--- config.mk ---
export PLATFORM = sky130hd
export DESIGN_NAME = ahb_rr_arbiter
export DESIGN_NICKNAME = d
export VERILOG_FILES = /design/src/rtl/ahb_rr_arbiter.sv
export SDC_FILE = /design/constraint.sdc
export NUM_CORES = 1
export LEC_CHECK = 0
export ABC_AREA = 1
export BUFFER_PORTS_ARGS = -buffer_cell sky130_fd_sc_hd__clkbuf_2
export CAP_MARGIN = 20
export CORE_UTILIZATION = 30
export DETAILED_ROUTE_END_ITERATION = 6
export GPL_TIMING_DRIVEN = 0
export PLACE_DENSITY = 0.54
export SYNTH_ARGS = -nofsm -noshare
export SYNTH_HDL_FRONTEND = slang
export SYNTH_SLANG_ARGS = --single-unit
export TNS_END_PERCENT = 50
--- constraint.sdc ---
create_clock -name hclk -period 2.5 [get_ports hclk]
set_input_delay 0.25 -clock hclk [delete_from_list [all_inputs] [get_ports hclk]]
set_output_delay 0.25 -clock hclk [all_outputs]
set_load 0.005 [all_outputs]
--- src/rtl/ahb_rr_arbiter.sv ---
// ahb_rr_arbiter
//
// Four-master round-robin AHB bus arbiter. Ownership of the bus is held for a
// whole burst, counted in completed beats (hready_out high with no error),
// and is released on the final beat, on an ERROR response, or when the
// per-grant watchdog expires. One dead (HANDOVER) cycle always separates two
// owners. The next owner is the first requesting master found searching
// upward from the previous owner + 1, with wrap.
//
// Optional feature macro: ARB_LOCK_EN
//   Defined   : a master holding hlock at the normal end of its burst keeps
//               the grant with no gap. The beat counter and sel are reloaded
//               from its current hlen / hsel_in.
//   Undefined : hlock is ignored.
//
// Parameters
//   TIMEOUT     GRANT cycles without a completed beat before forced release
//               (2..65535)
//
// Ports
//   hclk        bus clock, rising edge
//   hresetn     asynchronous active-low reset
//   hreq[3:0]   request per master
//   hlock[3:0]  lock request per master (ARB_LOCK_EN only)
//   hlen[15:0]  beats-1 per master, hlen[4m+3:4m]
//   hsel_in[7:0] slave select per master, hsel_in[2m+1:2m]
//   hready_out  ready from the selected slave
//   hresp       error response from the selected slave (1 = ERROR)
//   hgrant[3:0] one-hot grant (registered)
//   hmaster[1:0] index of the granted master (registered)
//   sel[1:0]    slave select to the mux network (registered)
//   busy        high while in GRANT (registered)
//   timeout     one-cycle pulse in the HANDOVER cycle after a watchdog release

module ahb_rr_arbiter #(
  parameter int TIMEOUT = 64
) (
  input  logic        hclk,
  input  logic        hresetn,
  input  logic [3:0]  hreq,
  input  logic [3:0]  hlock,
  input  logic [15:0] hlen,
  input  logic [7:0]  hsel_in,
  input  logic        hready_out,
  input  logic        hresp,
  output logic [3:0]  hgrant,
  output logic [1:0]  hmaster,
  output logic [1:0]  sel,
  output logic        busy,
  output logic        timeout
);

  typedef enum logic [1:0] {
    IDLE     = 2'd0,
    GRANT    = 2'd1,
    HANDOVER = 2'd2
  } state_t;

  localparam logic [15:0] WDOG_LAST = 16'(TIMEOUT - 1);

  state_t      state_q, state_d;
  logic [3:0]  cnt_q, cnt_d;
  logic [15:0] wdog_q, wdog_d;
  logic [1:0]  last_q, last_d;

  logic [3:0]  hgrant_d;
  logic [1:0]  hmaster_d;
  logic [1:0]  sel_d;
  logic        busy_d;
  logic        timeout_d;

  logic        beat_done;
  logic        any_req;
  logic [1:0]  winner;

`ifndef ARB_LOCK_EN
  logic        unused_hlock;
  assign unused_hlock = ^hlock;
`endif

  // Round-robin search: first set request bit strictly after lst, wrapping,
  // so lst itself is considered last.
  function automatic logic [1:0] rr_pick(input logic [3:0] req,
                                         input logic [1:0] lst);
    logic [1:0] idx;
    logic [1:0] res;
    logic       found;
    idx   = lst;
    res   = lst;
    found = 1'b0;
    for (int i = 0; i < 4; i++) begin
      idx = idx + 2'd1;
      if (!found && req[idx]) begin
        res   = idx;
        found = 1'b1;
      end
    end
    return res;
  endfunction

  assign beat_done = busy && hready_out && !hresp;
  assign any_req   = |hreq;
  assign winner    = rr_pick(hreq, last_q);

  // Next-state and next-output logic. Outputs are computed here and
  // registered below so that they are glitch-free toward the mux network.
  always_comb begin
    state_d   = state_q;
    cnt_d     = cnt_q;
    wdog_d    = wdog_q;
    last_d    = last_q;
    hgrant_d  = hgrant;
    hmaster_d = hmaster;
    sel_d     = sel;
    busy_d    = busy;
    timeout_d = 1'b0;

    case (state_q)
      IDLE, HANDOVER: begin
        if (any_req) begin
          state_d   = GRANT;
          hgrant_d  = 4'b0001 << winner;
          hmaster_d = winner;
          sel_d     = hsel_in[2*winner +: 2];
          cnt_d     = hlen[4*winner +: 4];
          last_d    = winner;
          wdog_d    = '0;
          busy_d    = 1'b1;
        end else begin
          state_d   = IDLE;
          hgrant_d  = '0;
          sel_d     = '0;
          busy_d    = 1'b0;
        end
      end

      GRANT: begin
        if (hresp) begin
          // Error end takes priority over both the count and the watchdog.
          state_d  = HANDOVER;
          hgrant_d = '0;
          sel_d    = '0;
          busy_d   = 1'b0;
        end else if (beat_done) begin
          wdog_d = '0;
          if (cnt_q == 4'd0) begin
`ifdef ARB_LOCK_EN
            if (hlock[hmaster]) begin
              cnt_d = hlen[4*hmaster +: 4];
              sel_d = hsel_in[2*hmaster +: 2];
            end else begin
              state_d  = HANDOVER;
              hgrant_d = '0;
              sel_d    = '0;
              busy_d   = 1'b0;
            end
`else
            state_d  = HANDOVER;
            hgrant_d = '0;
            sel_d    = '0;
            busy_d   = 1'b0;
`endif
          end else begin
            cnt_d = cnt_q - 4'd1;
          end
        end else if (wdog_q == WDOG_LAST) begin
          // Cycle number TIMEOUT of a stalled grant: force release.
          state_d   = HANDOVER;
          hgrant_d  = '0;
          sel_d     = '0;
          busy_d    = 1'b0;
          timeout_d = 1'b1;
        end else begin
          wdog_d = wdog_q + 16'd1;
        end
      end

      default: begin
        state_d  = IDLE;
        hgrant_d = '0;
        sel_d    = '0;
        busy_d   = 1'b0;
      end
    endcase
  end

  // State and output registers
  always_ff @(posedge hclk or negedge hresetn) begin
    if (!hresetn) begin
      state_q <= IDLE;
      cnt_q   <= '0;
      wdog_q  <= '0;
      last_q  <= 2'd3;
      hgrant  <= '0;
      hmaster <= '0;
      sel     <= '0;
      busy    <= 1'b0;
      timeout <= 1'b0;
    end else begin
      state_q <= state_d;
      cnt_q   <= cnt_d;
      wdog_q  <= wdog_d;
      last_q  <= last_d;
      hgrant  <= hgrant_d;
      hmaster <= hmaster_d;
      sel     <= sel_d;
      busy    <= busy_d;
      timeout <= timeout_d;
    end
  end

endmodule

==> results by group, run 1 <==
Die
  • Core region area: about 7300 sq um
  • I/O Pins: 46
  • Row Count: 31
  • Initial cell density of the core: 31.2%
  • Y dimension of the die: about 89 microns
  • Overall die width: roughly 89 microns
  • DIE AREA: 7940 sq um

Logic synthesis
  • Synthesized-area fraction occupied by ao, oa, aoi and oai cells: between 10 and 15%
  • Syn Nets: 371
  • Number of storage elements in the synthesis netlist: 34
  • Post-Synthesis Cells: approximately 330
  • Post-synthesis share of cell area spent on xor and xnor gates: 1.54%
  • Most area-consuming cells after synthesis: sky130_fd_sc_hd__dfrtp_1 35%, sky130_fd_sc_hd__nand2_1 21%, sky130_fd_sc_hd__nand3_1 5.3%, sky130_fd_sc_hd__inv_1 4.9%, sky130_fd_sc_hd__nor2_1 3.8%
  • Yosys Warn Count: 0
  • Synthesized area divided by synthesized cell count: between 6 and 7 sq um
  • Multiplexer share of the synthesized area: 0%
  • Distinct cells, synth: 35
  • Synthesized-area fraction occupied by adder cells: about 1.1%
  • Combinational family with the most area after synthesis: simple AND/OR/NAND/NOR gates
  • Sequential-to-total area share from yosys stat: 37.5%
  • Cell Area, Synth: 2280 sq um
  • Leading area contributor after synthesis: sky130_fd_sc_hd__dfrtp_1
  • Area share of the largest cell type after synthesis: a little over a third
  • Simple-gate share of the synthesized area: about two fifths

Cells and area
  • Fraction of final layout cells with drive strength greater than 1: 20.7%
  • Most common cell after layout, fill and taps aside: sky130_fd_sc_hd__nand2_1
  • Post-layout instance area: approximately 2700 sq um
  • Area of the multi-input gates: ~1200 sq um
  • Post-layout net count: between 400 and 500
  • Diodes inserted: 0
  • Most frequent cells in the layout: 125 x sky130_fd_sc_hd__nand2_1, 41 x sky130_fd_sc_hd__clkbuf_2, 32 x sky130_fd_sc_hd__dfrtp_1
  • FF+latch area: about 850 sq um
  • Area growth from synthesis to layout: 18.5%
  • Utilization of the core after routing: 37.0%
  • Fillcell total: slightly above 800

Global route
  • Largest net degree at the start of global routing: 35
  • Vias in the first global route: 2084
  • Final global-route overflow total: 0
  • Wire length of the first global-routing pass: 9.54 mm
  • Met2 Use GR: 25.7%
  • Global-route usage over all layers: ~15%
  • Met3 track demand over resource in global routing: ~3.0%
  • GRT Max-Usage Layer: met2
  • Number of antenna violations at the first check in global routing: 0
  • Met1 GRT Util: between 20 and 25%

Setup path
  • R2r startpoint: last_q[0]$_DFFE_PN1P_
  • Largest fanout on the critical path: 10
  • Beginning of the critical path: last_q[0]$_DFFE_PN1P_
  • Kind of start point of the critical path: flip-flop
  • Slack of the worst reg-to-reg path: ~420 ps
  • Worst path required time: 2690 ps
  • Type of the setup path with the least slack: flip-flop to flip-flop
  • Sort of element at the end of the critical path: flip-flop
  • Arrival time of data at the critical path endpoint: approximately 2300 ps

STA
  • RSZ-0062 raised after global routing: no
  • Max-slew violation total from the final report: 0
  • Min Clock Period, post-route: approximately 2100 ps
  • Hold violation count in the final report: 0
  • Setup Total Neg Slack: 0 ps
  • Number of failing setup endpoints in the final timing report: 0
  • Final period util: approximately 83%
  • Highest Clock Rate: a little under 500 MHz
  • Rel. slew slack: between 40% and 50%
  • Slew at the pin with the worst max-slew slack: between 800 and 900 ps
  • Min Hold Slack: a little under 70 ps
  • Worst clock skew: about 7.4 ps

Place
  • Last weighted congestion value of the routability-driven placer: about 0.84
  • Sum of net half-perimeters after detailed placement: between 4 and 5 mm
  • Port Buffers: roughly 40
  • Post-placement cell area: ~2600 sq um

Clock network
  • Buffer levels on the longest clock path: 2
  • Post-CTS setup buffer count: 0
  • Resized Gates After CTS: 0
  • Hold buffers post-CTS: 0
  • Clock buffers created by TritonCTS: 5
  • Number of levels in the clock H-tree: 2
  • CTS clock-pin slew for the worst setup and hold paths: ~70 ps
  • Later-pin clock latency in the skew report: slightly below 300 ps
  • Clock tree from TritonCTS: built
  • Clock root cell: sky130_fd_sc_hd__clkbuf_8
  • Clock sink total: 34

Status
  • Run status: finished, final reports clean

Power and ir drop
  • Worst-case vdd ir drop: ~700 uV
  • PD cells: 1270 nW/um^2
  • Tot Pwr: ~0.0034 W
  • Leakage Power: 1.38 nW

Route
  • Starting DRC count in detailed routing: 49
  • Via count: 2198
  • Vias per std cell: about 4.6
  • Total Routed Length: about 5.5 mm
  • Drt first pass iters: 4
  • Number of DRC violations after detailed routing: 0
  • Average wire length per cell after detail routing: ~11 microns
  • Number of nets with antenna violations after routing: 0

Min path
  • Type of the most critical hold path: input port to async pin

Job
  • Number of max-cap violations: 0
worst paths after layout:
kind,cells after the start,to
min in group hclk,4,timeout$_DFF_PN0_
max in group asynchronous,1,hmaster[1]$_DFFE_PN0P_
max reg2reg,19,cnt_q[3]$_DFFE_PN0P_
min,1,wdog_q[4]$_DFFE_PN0P_
min reg2reg,2,hmaster[0]$_DFFE_PN0P_
max,19,cnt_q[3]$_DFFE_PN0P_
critical path, stage by stage (launching register included):
cell and delay, ps:
sky130_fd_sc_hd__dfstp_2 530, sky130_fd_sc_hd__buf_6 150, sky130_fd_sc_hd__inv_6 60, sky130_fd_sc_hd__nand2_1 50, sky130_fd_sc_hd__nand2_1 80, sky130_fd_sc_hd__nand2_2 120
sky130_fd_sc_hd__nand2_4 70, sky130_fd_sc_hd__inv_2 60, sky130_fd_sc_hd__nand3_2 80, sky130_fd_sc_hd__nand2_4 120, sky130_fd_sc_hd__nand2_4 90, sky130_fd_sc_hd__buf_8 150
sky130_fd_sc_hd__nand2_2 50, sky130_fd_sc_hd__nand2_1 40, sky130_fd_sc_hd__nand2_1 50, sky130_fd_sc_hd__nand2_1 50, sky130_fd_sc_hd__nand2_1 70, sky130_fd_sc_hd__nand2_1 50
sky130_fd_sc_hd__nand2_1 50, sky130_fd_sc_hd__nand2_1 50
flip-flops by register name (all words and copies together), names as in the netlist:
name     flops
wdog_q      16
hgrant       4
last_q       2
busy         1
cnt_q        4
state_q      2
hmaster      2
sel          2
timeout      1
synthesized netlist by cell type, drive strengths merged:
| master | n |
|---|---|
| a21boi | 1 |
| a21oi | 10 |
| a22oi | 1 |
| a31oi | 1 |
| buf | 7 |
| clkinv | 1 |
| dfrtp | 32 |
| dfstp | 2 |
| ha | 2 |
| inv | 34 |
| nand2 | 135 |
| nand3 | 26 |
| nand4 | 9 |
| nor2 | 24 |
| nor3 | 10 |
| nor3b | 2 |
| nor4 | 1 |
| o21a | 3 |
| o21ai | 18 |
| o22ai | 1 |
| o31ai | 5 |
| or2 | 4 |
| xnor2 | 2 |
| xor2 | 2 |
metrics by stage:
step | cells | setup WS, ps
6_report | 481 | 420
2_1_floorplan | 333 | 642
5_1_grt | 481 | 222
4_1_cts | 481 | 416
3_5_place_dp | 473 | 413
3_3_place_gp | 473 | 425
routing by layer:
layer,wire (microns),vias to the layer above,part of all wire (%)
li1,-,1169,-
met1,2660,983,49
met2,2550,42,47
met3,229,4,4.2
met4,27,0,0.49
met5,0,-,0
power by group:
part	switching, W	internal (W)	leakage (nW)	total [W]
clock	0.000202	0.000222	0.0482	0.000424
combinational	0.00143	0.000740	0.886	0.00217
sequential	0.000108	0.000708	0.447	0.000816
total	0.00174	0.00167	1.38	0.00341
area by class of cell:
type	count	area share, %
buffer	7	1.90
clock buffer	7	3.20
clock inverter	1	0.186
inverter	35	5.06
multi-input combinational	257	45.8
sequential	34	31.6
tap	99	4.59
timing repair buffer	41	7.61
kinds of logic after synthesis:
logic type,Yosys count
simple gates,211
buf+inv,42
compound gates,40
flops,34
xor+xnor,4
fa+ha+maj,2
Note: power is estimated with default switching activity, not from simulation.
==> inputs of run 2 (changes only) <==
--- a/config.mk
+++ b/config.mk
@@ -11,7 +11,7 @@
 export CORE_UTILIZATION = 30
 export DETAILED_ROUTE_END_ITERATION = 6
 export GPL_TIMING_DRIVEN = 0
-export PLACE_DENSITY = 0.54
+export PLACE_DENSITY = 0.56
 export SYNTH_ARGS = -nofsm -noshare
 export SYNTH_HDL_FRONTEND = slang
 export SYNTH_SLANG_ARGS = --single-unit
==> constraint.sdc (replaced) <==
create_clock -name hclk -period 1.9 [get_ports hclk]
set_input_delay 0.19 -clock hclk [delete_from_list [all_inputs] [get_ports hclk]]
set_output_delay 0.19 -clock hclk [all_outputs]
set_load 0.005 [all_outputs]
==> run 2 against run 1 <==
  * The run now ends with negative hold slack, negative setup slack left
  * Global-route usage grew 0.19 points
  * Sequential share of layout area shrank 2.8 points
  * Final area grew 9.8%
  * Critical path depth shrank 1
  * Register-to-register slack lost 510 ps
  * First-iteration DRC count grew 37%
  * Flip-flop and latch count is the same
  * Hold slack lost 77 ps
  * Combinational power grew 67%
  * Total power grew 58%
  * Final cell count grew 2.1%
  * Die area is the same
  * Largest cell class unchanged
==> results by group, run 2 (same netlist as run 1, synthesis figures left out) <==
Cells and area
  • Diodes inserted: 0 (unchanged)
  • Post-layout net count: 429 (was 419)
  • Utilization of the core after routing: 40.6% (was 37.0%)
  • Most common cell after layout, fill and taps aside: sky130_fd_sc_hd__nand2_1 (unchanged)
  • Most flop-heavy register: wdog_q (unchanged)
  • Most frequent cells in the layout: 114 x sky130_fd_sc_hd__nand2_1, 41 x sky130_fd_sc_hd__clkbuf_2, 32 x sky130_fd_sc_hd__dfrtp_1 (was 125 x sky130_fd_sc_hd__nand2_1, 41 x sky130_fd_sc_hd__clkbuf_2, 32 x sky130_fd_sc_hd__dfrtp_1)
  • Area growth from synthesis to layout: 30.1% (was 18.5%)
  • Post-layout instance area: 2960 sq um (was 2700 sq um)
  • Fraction of final layout cells with drive strength greater than 1: 29.3% (was 20.7%)
  • Number of flip-flops in the largest register: 16 (unchanged)
  • Post-route insts no fill: 491 (was 481)
  • Largest registers: wdog_q x16, cnt_q x4, hgrant x4 (unchanged)

Die
  • Initial cell density of the core: 31.2% (unchanged)
  • I/O Pins: 46 (unchanged)
  • Overall die width: 89.1 microns (unchanged)
  • DIE AREA: 7940 sq um (unchanged)
  • Y dimension of the die: 89.1 microns (unchanged)
  • Core region area: 7290 sq um (unchanged)
  • Row Count: 31 (unchanged)

Power and ir drop
  • Tot Pwr: 0.00540 W (was 0.00341 W)
  • PD cells: 1820 nW/um^2 (was 1270 nW/um^2)
  • Worst-case vdd ir drop: 1120 uV (was 705 uV)
  • Leakage Power: 1.47 nW (was 1.38 nW)

Setup path
  • Arrival time of data at the critical path endpoint: 2220 ps (was 2270 ps)
  • Kind of start point of the critical path: flip-flop (unchanged)
  • Worst path required time: 2140 ps (was 2690 ps)
  • Largest fanout on the critical path: 8 (was 10)
  • Sort of element at the end of the critical path: flip-flop (unchanged)
  • Type of the setup path with the least slack: flip-flop to flip-flop (unchanged)

Route
  • Number of DRC violations after detailed routing: 0 (unchanged)
  • Vias per std cell: 4.70 (was 4.57)
  • Number of nets with antenna violations after routing: 0 (unchanged)
  • Total Routed Length: 5.70 mm (was 5.46 mm)
  • Starting DRC count in detailed routing: 67 (was 49)
  • Drt first pass iters: 4 (unchanged)
  • Average wire length per cell after detail routing: 11.6 microns (was 11.4 microns)
  • Via count: 2307 (was 2198)

Place
  • Port Buffers: 41 (unchanged)
  • Sum of net half-perimeters after detailed placement: 4.16 mm (was 4.23 mm)
  • Last weighted congestion value of the routability-driven placer: 0.850 (was 0.839)
  • Post-placement cell area: 2610 sq um (unchanged)
  • Post-placement cell count: 473 (unchanged)

Clock network
  • Clock tree from TritonCTS: built (unchanged)
  • Clock root cell: sky130_fd_sc_hd__clkbuf_8 (unchanged)
  • Clock buffers created by TritonCTS: 5 (unchanged)
  • Number of levels in the clock H-tree: 2 (unchanged)
  • Buffer levels on the longest clock path: 2 (unchanged)
  • Clock sink total: 34 (unchanged)
  • Later-pin clock latency in the skew report: 290 ps (about the same)
  • CTS clock-pin slew for the worst setup and hold paths: 80 ps (was 70 ps)
  • Hold buffers post-CTS: 0 (unchanged)

STA
  • Rel. slew slack: 43.8% (was 41.9%)
  • Worst clock skew: 9.99 ps (was 7.45 ps)
  • RSZ-0062 raised after global routing: yes (was no)
  • Final period util: 104% (was 83.2%)
  • Max-slew violation total from the final report: 0 (unchanged)
  • Slew at the pin with the worst max-slew slack: 843 ps (was 872 ps)
  • Highest Clock Rate: 504 MHz (was 481 MHz)
  • Hold violation count in the final report: 12 (was 0)
  • Final worst setup slack: -85.3 ps (was 420 ps)
  • Setup Total Neg Slack: -441 ps (was 0 ps)
  • Min Hold Slack: -8.30 ps (was 68.5 ps)
  • Min Clock Period, post-route: 1990 ps (was 2080 ps)
  • Number of failing setup endpoints in the final timing report: 8 (was 0)

Job
  • Number of max-cap violations: 0 (unchanged)

Status
  • Violations in the final reports: negative hold slack, negative setup slack
  • Run status: finished, violations left (was finished, final reports clean)

Global route
  • Largest net degree at the start of global routing: 35 (unchanged)
  • Vias in the first global route: 2159 (was 2084)
  • Number of antenna violations at the first check in global routing: 0 (unchanged)
  • Global-route usage over all layers: 15.5% (was 15.3%)
  • Wire length of the first global-routing pass: 9.63 mm (was 9.54 mm)
  • Final global-route overflow total: 0 (unchanged)

Min path
  • Type of the most critical hold path: input port to async pin (unchanged)
==> run 2: cell types whose count changed in the layout (fill, tap and decap cells not counted), sizes merged <==
cell and delta:
clkinvlp +1, buf +8, clkinv -2, bufinv +1, clkbuf +2
==> run 2: layout make-up <==
class / instances / area [sq um]
flip-flops and latches: 34 / 853
clock inverters: 1 / 30.0
multi-input cells: 257 / 1340
clock buffers: 7 / 86.3
inverters: 35 / 150
well taps: 99 / 124
fillers: 794 / 4330
repair buffers: 51 / 302
plain buffers: 7 / 76.3
==> run 2: worst paths after layout <==
path,start,depth (start not counted),slack [ps],to
worst max-delay path,last_q[0]$_DFFE_PN1P_,18,-90,cnt_q[2]$_DFFE_PN0P_
worst min-delay path,hresetn,1,-8,wdog_q[13]$_DFFE_PN0P_
worst max register to register,last_q[0]$_DFFE_PN1P_,18,-90,cnt_q[2]$_DFFE_PN0P_
worst min register to register,hmaster[1]$_DFFE_PN0P_,2,480,hmaster[1]$_DFFE_PN0P_
max in group asynchronous,hresetn,1,1380,wdog_q[7]$_DFFE_PN0P_
min in group hclk,hready_out,4,240,timeout$_DFF_PN0_
==> run 2: layer usage <==
layer	vias to the layer above	wire [microns]	track usage, %
met3	9	279	3.14
met1	1033	2700	19.9
met5	-	0	0
met4	0	61	3.03
li1	1200	-	-
met2	65	2650	26.9
==> run 2: report_power, final <==
group	internal, W	total, W	switching [W]
clock network	0.000428	0.000700	0.000272
logic	0.00145	0.00362	0.00217
registers	0.000932	0.00108	0.000147
total	0.00281	0.00540	0.00259
==> run 2: critical path: stages (launching register included) <==
cell                      delay, ps
sky130_fd_sc_hd__dfstp_2        540
sky130_fd_sc_hd__buf_8          130
sky130_fd_sc_hd__inv_8           50
sky130_fd_sc_hd__nand2_2         60
sky130_fd_sc_hd__nand2_2         60
sky130_fd_sc_hd__nand2_2        100
sky130_fd_sc_hd__nand2_4         80
sky130_fd_sc_hd__nor2_4         120
sky130_fd_sc_hd__nand3_4        150
sky130_fd_sc_hd__nand2_8        130
sky130_fd_sc_hd__buf_8          110
sky130_fd_sc_hd__nand2_2         40
sky130_fd_sc_hd__nand2_2         50
sky130_fd_sc_hd__nand2_1         40
sky130_fd_sc_hd__nand2_1         50
sky130_fd_sc_hd__nand2_1         50
sky130_fd_sc_hd__nand2_1         60
sky130_fd_sc_hd__nand2_1         40
sky130_fd_sc_hd__nand2_1         60
==> run 2: stage by stage <==
| stage | hold slack, ps | setup WS [ps] |
|---|---|---|
| finish | -8.30 | -85.3 |
| global route | 80.2 | -259 |
| CTS | 26.5 | -98.4 |
| detailed placement | 345 | -171 |
| global placement | 344 | -154 |
| floorplan | -106 | 42.1 |
==> run 2: what timing repair did <==
item / 4_1_cts / 5_1_grt
setup buffers: 6 / 3
gates resized for setup: 20 / 26
pin swaps: 9 / 8
gates cloned: 0 / 1
setup endpoints to repair: 18 / 31
